### src/rtl/fsm_pkg.sv
// Shared types for the protocol FSM and its transition tracker: state encoding,
// transition counter indices and the expected-po lookup.
package fsm_pkg;

  typedef enum logic [1:0] {
    IDLE   = 2'd0,
    INIT   = 2'd1,
    DECODE = 2'd2
  } fsmstate_e;

  localparam logic [2:0] TR_II      = 3'd0;
  localparam logic [2:0] TR_IN      = 3'd1;
  localparam logic [2:0] TR_ND      = 3'd2;
  localparam logic [2:0] TR_NI      = 3'd3;
  localparam logic [2:0] TR_DD      = 3'd4;
  localparam logic [2:0] TR_DI      = 3'd5;
  localparam logic [2:0] TR_ILLEGAL = 3'd6;
  localparam logic [2:0] TR_POERR   = 3'd7;

  // Encoding 3 never matches a legal pair, so it always lands on TR_ILLEGAL.
  function automatic logic [2:0] tr_classify(input logic [1:0] prev, input logic [1:0] cur);
    case ({prev, cur})
      {IDLE,   IDLE  }: return TR_II;
      {IDLE,   INIT  }: return TR_IN;
      {INIT,   DECODE}: return TR_ND;
      {INIT,   IDLE  }: return TR_NI;
      {DECODE, DECODE}: return TR_DD;
      {DECODE, IDLE  }: return TR_DI;
      default:          return TR_ILLEGAL;
    endcase
  endfunction

  function automatic logic tr_exp_po(input logic [2:0] idx);
    case (idx)
      TR_IN, TR_NI: return 1'b0;
      default:      return 1'b1;
    endcase
  endfunction

endpackage

### src/rtl/fsm_sat_counter.sv
// Saturating event counter with synchronous reset and soft clear.
module fsm_sat_counter #(
  parameter int CNT_W = 16
) (
  input  logic             clk,
  input  logic             reset,
  input  logic             clr,
  input  logic             inc,
  output logic [CNT_W-1:0] count
);

  function automatic logic [CNT_W-1:0] sat_inc(input logic [CNT_W-1:0] v);
    if (&v) return v;
    return v + {{(CNT_W-1){1'b0}}, 1'b1};
  endfunction

  always_ff @(posedge clk) begin
    if (reset || clr) count <= '0;
    else if (inc)     count <= sat_inc(count);
  end

endmodule

### src/rtl/fsm_trans_tracker.sv
// Counts FSM state transitions, flags illegal ones and offers a registered readout.
// Optional po-vs-transition check enabled by defining FSM_TRACK_PO_CHECK_EN.
module fsm_trans_tracker
  import fsm_pkg::*;
#(
  parameter int CNT_W = 16
) (
  input  logic             clk,
  input  logic             reset,
  input  logic             valid_in,
  input  logic [1:0]       state_in,
  input  logic             po_in,
  input  logic             clr,
  input  logic [2:0]       rd_sel,
  output logic [CNT_W-1:0] rd_data,
  output logic             armed,
  output logic             illegal_seen,
  output logic [3:0]       last_illegal,
  output logic             po_err
);

  typedef enum logic {EMPTY, ARMED} trk_state_e;

  trk_state_e       state_q, state_d;
  logic [1:0]       prev_state_q;
  logic             hit;
  logic             ill_hit;
  logic             po_mis;
  logic [2:0]       tr_idx;
  logic [7:0]       inc;
  logic [CNT_W-1:0] cnt [8];

  always_ff @(posedge clk) begin
    if (reset) state_q <= EMPTY;
    else       state_q <= state_d;
  end

  // A clear wipes history, so a coincident sample only re-arms the tracker.
  always_comb begin
    state_d = state_q;
    hit     = 1'b0;
    if (clr) begin
      state_d = valid_in ? ARMED : EMPTY;
    end else if (valid_in) begin
      state_d = ARMED;
      hit     = (state_q == ARMED);
    end
  end

  assign armed   = (state_q == ARMED);
  assign tr_idx  = tr_classify(prev_state_q, state_in);
  assign ill_hit = hit && (tr_idx == TR_ILLEGAL);

`ifdef FSM_TRACK_PO_CHECK_EN
  assign po_mis = hit && (tr_idx != TR_ILLEGAL) && (po_in != tr_exp_po(tr_idx));

  always_ff @(posedge clk) begin
    if (reset || clr) po_err <= 1'b0;
    else if (po_mis)  po_err <= 1'b1;
  end
`else
  logic unused_po;
  assign unused_po = po_in;
  assign po_mis    = 1'b0;
  assign po_err    = 1'b0;
`endif

  always_comb begin
    inc = '0;
    if (hit) inc[tr_idx] = 1'b1;
    inc[TR_POERR] = po_mis;
  end

  always_ff @(posedge clk) begin
    if (reset)         prev_state_q <= IDLE;
    else if (valid_in) prev_state_q <= state_in;
  end

  always_ff @(posedge clk) begin
    if (reset || clr) begin
      illegal_seen <= 1'b0;
      last_illegal <= '0;
    end else if (ill_hit) begin
      illegal_seen <= 1'b1;
      last_illegal <= {prev_state_q, state_in};
    end
  end

  for (genvar i = 0; i < 8; i++) begin : g_cnt
    fsm_sat_counter #(.CNT_W(CNT_W)) u_cnt (
      .clk   (clk),
      .reset (reset),
      .clr   (clr),
      .inc   (inc[i]),
      .count (cnt[i])
    );
  end

  // Readout stage: one register after the counters.
  always_ff @(posedge clk) begin
    if (reset) rd_data <= '0;
    else       rd_data <= cnt[rd_sel];
  end

endmodule

### config.mk
export PLATFORM = sky130hd
export DESIGN_NAME = fsm_trans_tracker
export DESIGN_NICKNAME = d
export VERILOG_FILES = /design/src/rtl/fsm_pkg.sv /design/src/rtl/fsm_sat_counter.sv /design/src/rtl/fsm_trans_tracker.sv
export SDC_FILE = /design/constraint.sdc
export NUM_CORES = 1
export LEC_CHECK = 0
export ABC_AREA = 1
export BUFFER_PORTS_ARGS = -buffer_cell sky130_fd_sc_hd__clkbuf_2
export CORE_MARGIN = 4
export CORE_UTILIZATION = 60
export CTS_CLUSTER_DIAMETER = 150
export DETAILED_ROUTE_END_ITERATION = 6
export HOLD_SLACK_MARGIN = 0.05
export PLACE_DENSITY = 0.85
export RECOVER_POWER = 100
export SYNTH_ARGS = -nofsm -noshare
export SYNTH_HDL_FRONTEND = slang
export SYNTH_SLANG_ARGS = --single-unit
### constraint.sdc
create_clock -name clk -period 2 [get_ports clk]
set_input_delay 0.1 -clock clk [delete_from_list [all_inputs] [get_ports clk]]
set_output_delay 0.1 -clock clk [all_outputs]
set_load 0.01 [all_outputs]
==> results by group, run 1 <==
Outcome
  – Status: complete, no violations

Die
  – Initial Util: 61.2%
  – Die X: 127 µm
  – Die area: 16100 µm²
  – Die height: 127 µm
  – Core ar.: 13800 µm²
  – Std-Cell Rows: 43
  – Io pins: 33

Synth
  – Top_reg_cell synth: dfxtp_1
  – Sequential area share after synthesis: 32.2%
  – Post-synth design cell area: 8470 µm²
  – Synth Register Bits: 136
  – Avg Cell Area, Syn: 6.19 µm²
  – Post-synth top cells: nand2_1, nor2_1, a21oi_1
  – Cell with the most instances after synthesis: nand2_1
  – Synth Instances: about 1400
  – Synth top area cells: dfxtp_1, nand2_1, a21oi_1
  – Largest area contributor in the netlist: dfxtp_1
  – Ys Warns: 0
  – Async set-reset flop share out of synthesis: 0%
  – Netlist cell types: 35
  – Share of the synthesized area in the top cell type: 32.2%
  – Number of flops mapped to enable cells by yosys: 0
  – Net Count, Synth: 1385

Final layout
  – Area growth, synth to finish: 10.8%
  – FILL cells: 1228
  – Footprint of the multi-input gates: 5050 µm²
  – FF/Latch Area: 2720 µm²
  – Antenna Cells: 0
  – Layout cells sized above 1: slightly above 7%
  – Layout Nets: 1414

Detailed routing
  – DR iter-0 viols: 1076
  – Router iterations before antenna repair: 7
  – Mean number of vias per cell: 5.66
  – Routed len/inst: 14.4 µm
  – Detailed Route WL: 22.9 mm
  – DRC: 0
  – Final ANT Viol Nets: 0
  – Routed via count: 8997

Global routing
  – First-pass GRT wire length: 38.2 mm
  – Antenna violations before repair: 0
  – Remaining global-route overflow: 0
  – Largest net degree at the start of global routing: 49
  – Overall Global Routing Usage: 28.8%
  – Vias in the first global route: just over 8000

STA
  – Slew @ Worst Pin: 0.582 ns
  – Fin crit share: 94.8%
  – Slew Limit Fails: 0
  – Setup-failing EPs final: 0
  – WHS: between 0.08 and 0.09 ns
  – RSZ-0062 raised after global routing: no
  – Setup tns final: 0 ns
  – Fmax: 527 MHz
  – Slew HR: 61.2%
  – Layout Skew: 0.00742 ns
  – Final min period: 1.90 ns
  – Final Hold Vio Count: 0
  – Setup WS post-layout: 0.104 ns

Clock tree
  – TritonCTS Buffers: 17
  – Root Driver: clkbuf_16
  – Clock Sinks: 136
  – Worst skew pair latency: between 0.4 and 0.5 ns
  – H-tree depth: 4
  – CTS tree: built
  – Clk slew on worst S/H paths: 0.06 ns
  – CTS Buffer Depth: 2

Worst setup path
  – Crit Path Max Fanout: 16
  – Data required, critical path: 2.35 ns
  – Worst Path Arrival: between 2 and 2.5 ns
  – Crit Path Category: reg -> reg
  – Worst setup EP type: flip-flop
  – Worst setup SP type: flip-flop
  – Max stage delay on crit path: 0.40 ns
  – CP max stage cell: dfxtp_1
  – Critical path's top delay family: simple AND/OR/NAND/NOR gates
  – Most used cell, CP: nand2_1
  – Critical path cell sequence: ha_1 -> nand2_1 -> nor2_1 -> nand2_1 -> nor2_1 -> nor2_4 -> inv_2 -> nand2_1 -> a21oi_1
  – Buf/Inv on CP: 1

Place
  – I/O Buffers: 30
  – GPL Wtd Cong: 1.01
  – Worst slack, placed: 0.157 ns
  – Post-DP HPWL: 16.2 mm

Power
  – Lkg Pwr: 0.00313 µW
  – PwrDens: 676 nW/µm²
  – Max IR drop VDD: 680 µV

Min path
  – Hold WC Path Type: in -> reg

Job
  – Max_cap viols: 0
[cell families (layout without fill, tap and decap cells)]
group,count (synthesis),in the layout,synth area share [%]
simple gates,777,777,38.6
compound gates,254,254,15.8
buf+inv,151,193,8.03
flops,136,136,32.2
xor+xnor,42,42,4.35
fa+ha+maj,7,7,1.03
other cells,1,1,0.0443
[registers in the layout, summed over array words and instances, names as in the netlist]
register           count
g_cnt.u_cnt.count    112
illegal_seen           1
armed                  1
prev_state_q           2
rd_data               16
last_illegal           4
[routing by layer]
layer	vias up	share of wire, %	GRT usage [%]
li1	4500	-	-
met1	4045	42	36.5
met2	380	47	47.5
met3	72	7.4	5.85
met4	0	3.9	12.8
met5	-	0	0
[placed cells by master (no fill, tap or decap), types with 11 or more instances in the layout]
master     synthesis  routed
nand4_1           38      38
nor2_1           172     175
nor2_2            14      11
a21oi_1          151     151
o21ai_0           88      88
inv_1             85      86
nand2_1          450     453
buf_4              5      24
dfxtp_1          136     136
clkbuf_16          0      17
xor2_1            38      38
nand3_1           81      81
clkbuf_1          29      26
[power breakdown]
group	internal, µW	total, µW	switching [µW]
clock	2040	3270	1240
sequential	2730	2740	10.5
combinational	90.5	327	236
total	4860	6340	1480
[final timing paths]
check                                        startpoint                                    end  slack (ns)  cells after the start
setup reg to reg   g_cnt[0].u_cnt.count[1]$_SDFFE_PP0P_   g_cnt[0].u_cnt.count[9]$_SDFFE_PP0P_        0.10                      9
setup / recovery   g_cnt[0].u_cnt.count[1]$_SDFFE_PP0P_   g_cnt[0].u_cnt.count[9]$_SDFFE_PP0P_        0.10                      9
hold / removal                                    reset                     armed$_SDFFE_PP0P_        0.09                      2
hold reg to reg   g_cnt[6].u_cnt.count[14]$_SDFFE_PP0P_  g_cnt[6].u_cnt.count[14]$_SDFFE_PP0P_        0.49                      2
[per-stage QoR]
step | util [%] | power (µW) | instance area, µm² | instances
2_1_floorplan | - | 3010 | 8470 | 1368
3_3_place_gp | 63.2 | 3110 | 8730 | 1551
3_5_place_dp | 63.2 | 3110 | 8730 | 1551
4_1_cts | 68.1 | 6360 | 9410 | 1589
5_1_grt | 67.8 | 6510 | 9380 | 1590
6_report | 67.8 | 6340 | 9380 | 1590
[cell type report]
cell class / count / area share (%)
Timing Repair Buffer: 65 / 4.24
Clock inverter: 9 / 1.20
Sequential cell: 136 / 29.0
Tap cell: 180 / 2.40
Clock buffer: 23 / 5.42
Inverter: 96 / 3.84
Multi-Input combinational cell: 1081 / 53.9
[timing repair]
item | 4_1_cts | 5_1_grt
setup endpoints to repair | 0 | 17
hold buffers | 6 | 0
hold endpoints to repair | 5 | 0
resized for setup | 0 | 1
setup buffers | 0 | 1
No activity file was read; power rests on OpenSTA's default activity.
==> run 2, diff against run 1 <==
Settings changed: CORE_UTILIZATION 60 to 57, PLACE_DENSITY 0.85 to 0.84.
Clock period 2 ns to 1.6 ns, I/O delays scaled along.
==> results by group, run 2 (synthesized netlist as in run 1, its figures left out) <==
Outcome
  – Status: complete, no violations

Final layout
  – Top Registers: g_cnt.u_cnt.count: 112 flops, rd_data: 16 flops, last_illegal: 4 flops
  – Most frequent cells in the layout: nand2_1, nor2_1, a21oi_1, dfxtp_1, buf_4
  – Fin util: 70.7%
  – Commonest non-fill, non-tap cell in the layout: nand2_1
  – Reg with most FFs: g_cnt.u_cnt.count
  – Finished Layout Cells: between 1500 and 2000
  – Antenna Cells: 0
  – Area growth, synth to finish: 21.3%
  – Layout cells sized above 1: 16.9%
  – Max reg flops: 112
  – Layout Nets: between 1000 and 1500

Power
  – Lkg Pwr: 0.00366 µW
  – Reg power frac: between 40% and 50%
  – P_int: 6070 µW
  – Sw Pwr: 1880 µW
  – Max IR drop VDD: slightly below 800 µV
  – PwrDens: 774 nW/µm²
  – Clock power frac: around 51%
  – Sw frac: 23.6%
  – Combinational group share of total power: slightly below 6%

Die
  – Std-Cell Rows: 44
  – Core ar.: 14500 µm²
  – Initial Util: 58.2%
  – Die X: 130 µm
  – Die area: between 15000 and 20000 µm²
  – Io pins: 33
  – Die height: 130 µm

Worst setup path
  – R2r setup slk: around 0.033 ns
  – R2r worst-path depth: 9
  – Max stage delay on crit path: 0.38 ns
  – RR Endpoint: last_illegal[1]$_SDFFE_PP0P_
  – Critical path's top delay family: simple AND/OR/NAND/NOR gates
  – Reg-to-Reg Start: prev_state_q[1]$_SDFFE_PP0P_
  – Buf/Inv on CP: 3
  – Data required, critical path: 1.93 ns
  – Worst setup SP type: flip-flop
  – CP max stage cell: dfxtp_1
  – Crit Path Category: reg -> reg
  – Worst Path Arrival: roughly 1.9 ns
  – Most used cell, CP: buf_4
  – Critical path cell sequence: inv_2 -> nor2_2 -> nand2_1 -> nand3_1 -> nor2_4 -> buf_4 -> buf_4 -> o21ai_0 -> a21oi_1
  – Crit Path Max Fanout: 5
  – Worst setup EP type: flip-flop

Job
  – Max_cap viols: 0

Detailed routing
  – Mean number of vias per cell: 5.72
  – Detailed Route WL: between 20 and 30 mm
  – Routed len/inst: around 16 µm
  – Routed via count: about 9600
  – DR iter-0 viols: 1137
  – Final ANT Viol Nets: 0
  – Router iterations before antenna repair: 6
  – DRC: 0

Place
  – I/O Buffers: 30
  – Post-DP HPWL: 17.9 mm
  – GPL Wtd Cong: 1.00
  – Worst slack, placed: 0.0321 ns
  – Dpl cells: 1621

Min path
  – Hold_sp: reset
  – Hold depth: 3
  – Hold WC Path Type: in -> reg
  – Hold EP: rd_data[11]$_SDFF_PP0_

STA
  – Fin crit share: 97.9%
  – Setup WS post-layout: 0.0334 ns
  – WHS: just over 0.1 ns
  – Slew Limit Fails: 0
  – Final min period: 1.57 ns
  – Layout Skew: 0.0101 ns
  – Setup-failing EPs final: 0
  – Fmax: 638 MHz
  – RSZ-0062 raised after global routing: yes
  – Final Hold Vio Count: 0

Global routing
  – Remaining global-route overflow: 0
  – First-pass GRT wire length: 40.5 mm
  – Largest net degree at the start of global routing: 61
  – Overall Global Routing Usage: 29.9%
  – Antenna violations before repair: 0
  – Vias in the first global route: 8201

Clock tree
  – Clk slew on worst S/H paths: about 0.06 ns
  – CTS Buffer Depth: 2
  – Worst skew pair latency: roughly 0.44 ns
  – CTS tree: built
  – H-tree depth: 4
  – Clock Sinks: 136
  – Root Driver: clkbuf_16
  – TritonCTS Buffers: 17
==> run 2: power by group through the flow <==
stage          combinational [µW]  clock, µW  sequential, µW
6_report                      463       4060            3430
5_1_grt                       498       4240            3430
4_1_cts                       425       4100            3430
3_5_place_dp                  409          0            3500
3_3_place_gp                  405          0            3500
2_1_floorplan                 249          0            3510
==> run 2: metal layers <==
metal / vias to the layer above / routed length (µm) / global-route usage, % / share of wire, %
met3: 73 / 2140 / 3.68 / 8.2
li1: 4674 / - / - / -
met1: 4351 / 11000 / 41.3 / 42
met2: 472 / 12000 / 47.0 / 46
met5: - / 0 / 0 / 0
met4: 0 / 913 / 13.6 / 3.5
==> run 2: final cells by class <==
type | instances | area (µm²)
Clock buffer | 19 | 453
Clock inverter | 13 | 153
Fill cell | 1189 | 4270
Inverter | 96 | 378
Multi-Input combinational cell | 1084 | 5220
Sequential cell | 136 | 2730
Tap cell | 184 | 230
Timing Repair Buffer | 141 | 1110
==> run 2: worst max path at each step <==
stage	from	to	slack [ns]	cells past startpoint
final	prev_state_q[1]$_SDFFE_PP0P_	last_illegal[1]$_SDFFE_PP0P_	0.03	9
after floorplan	g_cnt[3].u_cnt.count[0]$_SDFFE_PP0P_	g_cnt[3].u_cnt.count[0]$_SDFFE_PP0P_	0.002	9
after CTS	prev_state_q[1]$_SDFFE_PP0P_	g_cnt[5].u_cnt.count[12]$_SDFFE_PP0P_	0.01	8
after detailed placement	prev_state_q[1]$_SDFFE_PP0P_	g_cnt[5].u_cnt.count[7]$_SDFFE_PP0P_	0.03	8
after global placement	g_cnt[0].u_cnt.count[0]$_SDFFE_PP0P_	g_cnt[0].u_cnt.count[15]$_SDFFE_PP0P_	0.07	9
after global routing	prev_state_q[1]$_SDFFE_PP0P_	last_illegal[1]$_SDFFE_PP0P_	-0.04	9
==> run 2: what timing repair did <==
item                                   4_1_cts  5_1_grt
setup buffers                                0        9
cloned                                       0        5
endpoints found under the hold margin        5        0
gates resized for setup                      2       67
setup endpoints to repair                    1      111
hold buffers                                 6        0
pin swaps                                    0       15
==> run 2: worst min-delay path, cell delays in order <==
cell and delay [ns]:
clkbuf_2 0.11, buf_4 0.20, a21oi_1 0.08
==> run 2: metrics by stage <==
stage               cell area (µm²)  TNS [ns]  power, µW
floorplan                      8470         0       3760
global placement               9280         0       3910
detailed placement             9280         0       3910
CTS                            9950         0       7950
global route                  10300    -0.342       8170
finish                        10300         0       7950
==> run 3, diff against run 2 <==
Settings changed: CELL_PAD_IN_SITES_DETAIL_PLACEMENT set to 1, CELL_PAD_IN_SITES_GLOBAL_PLACEMENT set to 1, CORE_UTILIZATION 57 to 40.
==> results by group, run 3 (synthesized netlist as in run 1, its figures left out) <==
Min path
  – Hold WC Path Type: in -> reg

Detailed routing
  – Router iterations before antenna repair: 6
  – DR iter-0 viols: 791
  – Final ANT Viol Nets: 0
  – Routed len/inst: ~20 µm
  – DRC: 0
  – Detailed Route WL: 35.4 mm
  – Routed via count: between 10000 and 15000
  – Mean number of vias per cell: 5.80

Clock tree
  – Clk slew on worst S/H paths: 0.06 ns
  – Root Driver: clkbuf_16
  – TritonCTS Buffers: 17
  – Clock Sinks: 136
  – CTS tree: built
  – H-tree depth: 4
  – CTS Buffer Depth: 2
  – Worst skew pair latency: around 0.44 ns

Worst setup path
  – Worst setup EP type: flip-flop
  – Critical path's top delay family: simple AND/OR/NAND/NOR gates
  – Worst Path Arrival: 2.00 ns
  – Max stage delay on crit path: 0.37 ns
  – Worst setup SP type: flip-flop
  – Buf/Inv on CP: 1
  – Crit Path Category: reg -> reg
  – CP max stage cell: dfxtp_1
  – Critical path cell sequence: ha_2 -> nand2_1 -> nor2_4 -> nand2_2 -> nor2_4 -> nor2_2 -> buf_4 -> nor2_1 -> nor2_1
  – Crit Path Max Fanout: 10
  – Data required, critical path: 1.93 ns

Global routing
  – Remaining global-route overflow: 0
  – Largest net degree at the start of global routing: 60
  – Vias in the first global route: 9964
  – Antenna violations before repair: 0
  – First-pass GRT wire length: 50.6 mm
  – Overall Global Routing Usage: 26.2%

Final layout
  – Finished layout cell area: ~11000 µm²
  – Max reg flops: about 110
  – Area growth, synth to finish: 24.3%
  – Antenna Cells: 0
  – Reg with most FFs: g_cnt.u_cnt.count
  – Layout cells sized above 1: 18.4%
  – Most frequent cells in the layout: nand2_1, nor2_1, a21oi_1, dfxtp_1, buf_4
  – Commonest non-fill, non-tap cell in the layout: nand2_1
  – Layout Nets: 1509
  – Top Registers: g_cnt.u_cnt.count: 112 flops, rd_data: 16 flops, last_illegal: 4 flops

Die
  – Initial Util: 41.3%
  – Core ar.: approximately 20000 µm²
  – Io pins: 33
  – Die X: 153 µm
  – Die area: 23600 µm²
  – Die height: 153 µm
  – Std-Cell Rows: between 50 and 60

STA
  – Final min period: 1.67 ns
  – Fmax: 598 MHz
  – Layout Skew: 0.0123 ns
  – Setup tns final: -0.788 ns
  – RSZ-0062 raised after global routing: yes
  – Slew Limit Fails: 0
  – WHS: 0.0923 ns
  – Setup WS post-layout: -0.0723 ns
  – Final Hold Vio Count: 0
  – Setup-failing EPs final: 25
  – Fin crit share: 105%

Place
  – GPL Wtd Cong: 0.890
  – I/O Buffers: 30
  – Worst slack, placed: -0.0369 ns
  – Post-DP HPWL: about 23 mm
  – DP Area: 9440 µm²

Power
  – PwrDens: between 700 and 800 nW/µm²
  – Lkg Pwr: 0.00365 µW
  – Total power: just under 8000 µW
  – Max IR drop VDD: between 600 and 700 µV

Job
  – Max_cap viols: 0

Outcome
  – Status: complete, but fails checks
  – Failing checks: setup timing
[run 3: tightest hold or removal path: cells and delay by family]
kind	cells	cell delay, ns
compound gates	1	0.06
buf+inv	2	0.33
[run 3: power by group]
group          internal (µW)  total (µW)  switching [µW]
Combinational            136         487             351
Sequential              3410        3440            22.6
Clock                   2170        3820            1650
Total                   5720        7750            2030
[run 3: layout make-up]
class                      count  area (µm²)
clock buffer                  20         447
inverter                      96         388
fill                        2753        9980
sequential                   136        2750
clock inverter                11         100
tap                          270         338
timing repair buffer         157        1130
timing repair inverter         1        6.26
multi-input combinational   1083        5360
[run 3: stage by stage]
stage	std cells	util, %
final	1774	51.3
after global routing	1774	51.3
after CTS	1759	49.3
after detailed placement	1719	46.1
after global placement	1719	46.1
after floorplan	1368	-
[run 3: timing repair]
action | CTS | global route
pin swaps | 5 | 19
endpoints found under the setup margin | 72 | 115
buffers inserted | 6 | 10
gates cloned | 0 | 5
hold endpoints to repair | 3 | 0
hold buffers | 3 | 0
resized for setup | 19 | 99
[run 3: path summary, 6_finish.rpt]
path	start	to	slack [ns]	depth (start not counted)
max	g_cnt[6].u_cnt.count[1]$_SDFFE_PP0P_	g_cnt[6].u_cnt.count[1]$_SDFFE_PP0P_	-0.07	9
min	reset	rd_data[15]$_SDFF_PP0_	0.09	3
max reg2reg	g_cnt[6].u_cnt.count[1]$_SDFFE_PP0P_	g_cnt[6].u_cnt.count[1]$_SDFFE_PP0P_	-0.07	9
min reg2reg	illegal_seen$_SDFFE_PP0P_	illegal_seen$_SDFFE_PP0P_	0.47	2
[run 3: routing by layer]
layer / GRT usage (%) / wire, µm
met1: 32.6 / 14300
met2: 44.8 / 17400
met3: 4.75 / 2100
met4: 10.9 / 1660
met5: 0 / 0
